`config.mk`:
```
export PLATFORM = sky130hd
export DESIGN_NAME = lfsr_stream
export DESIGN_NICKNAME = d
export VERILOG_FILES = /design/src/rtl/lfsr_stream_pkg.sv /design/src/rtl/lfsr_multi_step.sv /design/src/rtl/lfsr_stream.sv
export SDC_FILE = /design/constraint.sdc
export NUM_CORES = 1
export LEC_CHECK = 0
export CAP_MARGIN = 20
export CORE_MARGIN = 4
export CORE_UTILIZATION = 48
export CTS_CLUSTER_DIAMETER = 50
export DETAILED_ROUTE_END_ITERATION = 8
export PLACE_DENSITY = 0.8
export SETUP_SLACK_MARGIN = 0.15
export SYNTH_ARGS = -nofsm -noshare
export SYNTH_HDL_FRONTEND = slang
export SYNTH_SLANG_ARGS = --single-unit
```
`constraint.sdc`:
```
create_clock -name clk -period 1.23 [get_ports clk]
set_input_delay 0.369 -clock clk [delete_from_list [all_inputs] [get_ports clk]]
set_output_delay 0.369 -clock clk [all_outputs]
set_load 0.05 [all_outputs]
```
`src/rtl/lfsr_stream_pkg.sv`:
```
// Shared LFSR stream definitions: the 20-bit maximal-length configuration and FSM states.
`ifndef LFSR20_TAPS
`define LFSR20_TAPS 20'h90000
`endif

package lfsr_stream_pkg;

  localparam int unsigned LFSR20_WIDTH        = 20;
  localparam logic [19:0] LFSR20_TAPS         = `LFSR20_TAPS;
  localparam logic [19:0] LFSR20_SEED_DEFAULT = 20'd1;

  typedef enum logic {
    S_FILL = 1'b0,
    S_WAIT = 1'b1
  } lfsr_fsm_e;

endpackage

```
`src/rtl/lfsr_multi_step.sv`:
```
// Combinational Fibonacci LFSR advanced STEPS times (shift left, parity of tapped bits in).
module lfsr_multi_step #(
  parameter int unsigned       WIDTH = 20,
  parameter logic [WIDTH-1:0]  TAPS  = 20'h90000,
  parameter int unsigned       STEPS = 3
) (
  input  logic [WIDTH-1:0] in_state,
  output logic [WIDTH-1:0] out_state
);

  logic [WIDTH-1:0] s;

  always_comb begin
    s = in_state;
    for (int unsigned i = 0; i < STEPS; i++) begin
      s = {s[WIDTH-2:0], ^(s & TAPS)};
    end
    out_state = s;
  end

endmodule

```
`src/rtl/lfsr_stream.sv`:
```
// LFSR random-word source: steps the LFSR several times per clock and presents
// OUT_BITS-wide words through a 1-deep valid/ready output register.
module lfsr_stream
  import lfsr_stream_pkg::*;
#(
  parameter int unsigned      WIDTH         = LFSR20_WIDTH,
  parameter logic [WIDTH-1:0] TAPS          = LFSR20_TAPS,
  parameter int unsigned      OUT_BITS      = 3,
  parameter int unsigned      STEPS_PER_CLK = 3,
  parameter logic [WIDTH-1:0] SEED_DEFAULT  = LFSR20_SEED_DEFAULT
) (
  input  logic                clk,
  input  logic                rst,
  input  logic                seed_load,
  input  logic [WIDTH-1:0]    seed,
  output logic [OUT_BITS-1:0] out_data,
  output logic                out_valid,
  input  logic                out_ready,
  output logic                busy
);

  localparam int unsigned CYCLES = OUT_BITS / STEPS_PER_CLK;
  localparam int unsigned CNT_W  = (CYCLES > 1) ? $clog2(CYCLES) : 1;
  localparam logic [WIDTH-1:0] SEED_INIT = (SEED_DEFAULT == '0) ? WIDTH'(1) : SEED_DEFAULT;

  lfsr_fsm_e        fsm;
  logic [WIDTH-1:0] state;
  logic [WIDTH-1:0] step_state;
  logic [CNT_W-1:0] cnt;
  logic             word_done_c;

  lfsr_multi_step #(
    .WIDTH (WIDTH),
    .TAPS  (TAPS),
    .STEPS (STEPS_PER_CLK)
  ) u_step (
    .in_state  (state),
    .out_state (step_state)
  );

  assign word_done_c = (cnt == CNT_W'(CYCLES - 1));

  // Zero seeds are remapped to 1 so the all-zero lock-up state is never entered.
  always_ff @(posedge clk) begin
    if (rst) begin
      state     <= SEED_INIT;
      out_data  <= '0;
      out_valid <= 1'b0;
      cnt       <= '0;
      fsm       <= S_FILL;
      busy      <= 1'b1;
    end else if (seed_load) begin
      state     <= (seed == '0) ? WIDTH'(1) : seed;
      out_valid <= 1'b0;
      cnt       <= '0;
      fsm       <= S_FILL;
      busy      <= 1'b1;
    end else begin
      case (fsm)
        S_FILL: begin
          state <= step_state;
          if (word_done_c) begin
            cnt <= '0;
            if (!out_valid || out_ready) begin
              out_data  <= step_state[OUT_BITS-1:0];
              out_valid <= 1'b1;
            end else begin
              fsm  <= S_WAIT;
              busy <= 1'b0;
            end
          end else begin
            cnt <= cnt + CNT_W'(1);
            if (out_valid && out_ready) begin
              out_valid <= 1'b0;
            end
          end
        end
        S_WAIT: begin
          // out_valid is always high here; the frozen state already holds the next word.
          if (out_ready) begin
            out_data <= state[OUT_BITS-1:0];
            fsm      <= S_FILL;
            busy     <= 1'b1;
          end
        end
      endcase
    end
  end

endmodule

```
==> results by group <==
Cells and area
  – Inserted Diodes: 0
  – Fin area: slightly above 2000 sq um
  – Nets: around 220
  – Area Growth Syn to Fin: 68.7%
  – Share of cells above drive strength 1: 0.328
  – Commonest non-fill, non-tap cells in the layout: nor2_1 (38), dfxtp_1 (20), mux2i_1 (19)
  – Most common cell after layout, fill and taps aside: nor2_1
  – Filler instances: 110
  – Layout Utilization: 0.889

Power and ir drop
  – Sw Share: 0.292
  – PD cells: 916 nW/um^2
  – Reg power frac: 0.505
  – Clock Power Share: 0.243
  – Gate power share: 0.251
  – VDD IR max: 0.00100 V
  – Switch Pwr: 0.546 mW
  – P_int: about 1.3 mW
  – Leakage power figure: about 0.9 nW

Worst setup path
  – CP max FO: 7
  – Crit path cell chain: buf_6 > buf_16 > mux2i_1 > nor2_1 > a21oi_1 > nor2_1
  – Startpoint Class: register
  – CP endpoint kind: register
  – Crit. Startpoint: fsm
  – Setup Crit Path Kind: register to register
  – Worst EP required: roughly 1.5 ns
  – Most used cell, CP: nor2_1
  – Worst path slowest cell: dfxtp_4
  – Worst R2R Start: fsm
  – CP max stage delay: 0.46 ns
  – Crit path DAT: 1.58 ns

Flow run
  – Max-cap violations: 0

CTS
  – Clk sink count: 26
  – CTS tree: yes
  – Clk_lat worst skew: 0.33 ns
  – CTS buffer count: 3
  – Clk buf depth: 2
  – H-tree depth: 1
  – Root Driver: clkbuf_4
  – Hold Buf Count CTS: 0
  – Clock slew at reported path FFs: 0.15 ns

Synthesis
  – Cell Area, Synth: 1210 sq um
  – Warnings from Yosys: 0
  – Post-synth EDFFs: 0
  – Avg Inst Size Synth: between 8 and 9 sq um
  – Top-area cell type share of the netlist area: 0.430
  – Post-synthesis cell count: about 140
  – Cell taking the most area after synthesis: dfxtp_1
  – Synth Register Bits: 26
  – Ys async rst share: 0
  – Dominant synthesized flop cell: dfxtp_1
  – Seq/Total Area, Yosys: 0.430
  – Top post-synthesis cells by area: dfxtp_1 (43%), mux2i_1 (18%), nor2_1 (12%)
  – Netlist cell types: 22
  – Syn_nets: 166

Timing
  – Final setup fails: 14
  – Min Tclk post-route: 1.36 ns
  – Setup TNS: -0.580 ns
  – Endpoints failing hold: 0
  – Period utilisation layout: 1.10
  – Max Clock Skew: 0.00543 ns
  – Maximum clock frequency: about 740 MHz
  – RSZ-0062 raised after global routing: yes
  – Setup ws final: -0.125 ns
  – Worst slew margin: 0.751
  – Worst-margin pin slew: 0.374 ns
  – Slew Limit Fails: 0

Routing
  – Drt via density: 6.00
  – DRC: 0
  – Via Count: 1320
  – DRT Pass-1 Iters: 4
  – Number of DRC markers in iteration 0: 86
  – DRT Wirelength: 4680 um
  – WL/cell: between 20 and 25 um
  – ANT nets after route: 0

Place
  – Place WS: -0.414 ns
  – DP HPWL: 2250 um
  – Port bufs: 28
  – Placement Cell Area: 1670 sq um
  – GPL Wtd Cong: roughly 0.76

Floorplanning
  – Die Span X: 58.2 um
  – Core area: around 2300 sq um
  – Die height: between 50 and 60 um
  – Initial Util: 0.527
  – Die ar.: roughly 3400 sq um
  – Num ports: 29
  – Row Count: 17

Run status
  – Outcome: finished, violations left
  – Failing checks: negative setup slack

Global routing
  – Grt total ovfl: 0
  – Vias in the first global route: 1327
  – Largest net degree at the start of global routing: 16
  – Initial antenna violation count: 0
  – First-pass GRT wire length: 6270 um
  – Total GRT Usage: 0.248

Worst hold path
  – Worst Hold Launch: seed[16]
  – Hold Crit Class: primary input to register
==> sequential cells by signal, indices dropped and copies added (netlist names) <==
| name | count |
|---|---|
| state | 20 |
| busy | 1 |
| out_valid | 1 |
| out_data | 3 |
| fsm | 1 |
==> kinds of logic after synthesis <==
group / after synthesis / synth area share
AO/OA/AOI/OAI: 26 / 0.117
flip-flops: 26 / 0.430
buffers and inverters: 11 / 0.0589
AND/OR/NAND/NOR: 54 / 0.191
multiplexers: 22 / 0.182
XOR/XNOR: 3 / 0.0217
==> metrics by stage <==
stage	hold slack, ns	cells	power (mW)
after CTS	0.520	217	1.79
after detailed placement	0.527	206	1.32
after global placement	0.497	206	1.31
after floorplan	0.508	142	1.12
final	0.350	220	1.87
after global routing	0.343	220	1.93
==> power groups by stage <==
stage,sequential (mW),clock (mW),combinational (mW)
final,0.945,0.455,0.470
after global routing,0.949,0.490,0.493
after CTS,0.930,0.446,0.415
after detailed placement,0.948,0,0.373
after global placement,0.946,0,0.362
after floorplan,0.965,0,0.154
==> path summary, 6_finish.rpt <==
path / slack (ns) / cells after the start / to
worst max-delay path: -0.13 / 6 / state[8]
worst min-delay path: 0.35 / 3 / state[16]
worst max register to register: -0.13 / 6 / state[8]
worst min register to register: 0.55 / 2 / out_data[1]
==> cell usage after synthesis, types with 3 or more instances <==
master and instances:
mux2i_1 22, buf_6 3, dfxtp_1 26, buf_2 3, o21ai_0 4, nor4_1 5
a21oi_1 18, nand2_1 4, nor2_1 40, xnor2_1 3, clkbuf_1 3
==> area by class of cell <==
class | count | area (sq um) | area share
clock buffers | 4 | 36.3 | 0.0178
inverters | 1 | 3.75 | 0.00184
multi-input cells | 105 | 744 | 0.364
flip-flops and latches | 26 | 531 | 0.260
well taps | 28 | 35.0 | 0.0171
repair buffers | 56 | 693 | 0.339
==> per-layer routing <==
metal,track usage,share of wire,vias up
met5,0,0,-
met4,0.136,0.035,0
met3,0.0445,0.087,18
met2,0.432,0.48,79
met1,0.283,0.40,637
li1,-,-,586
==> timing repair <==
action	4_1_cts	5_1_grt
setup endpoints to repair	29	28
pin swaps	4	12
cloned	4	0
resized for setup	24	32
setup buffers	3	3
==> critical path, delay by kind of cell (launching register included) <==
kind / cells / cell delay, ns
buffers and inverters: 2 / 0.25
multiplexers: 1 / 0.19
AO/OA/AOI/OAI: 1 / 0.18
flip-flops: 1 / 0.46
AND/OR/NAND/NOR: 2 / 0.16
Power figures use the tool's default switching activity.
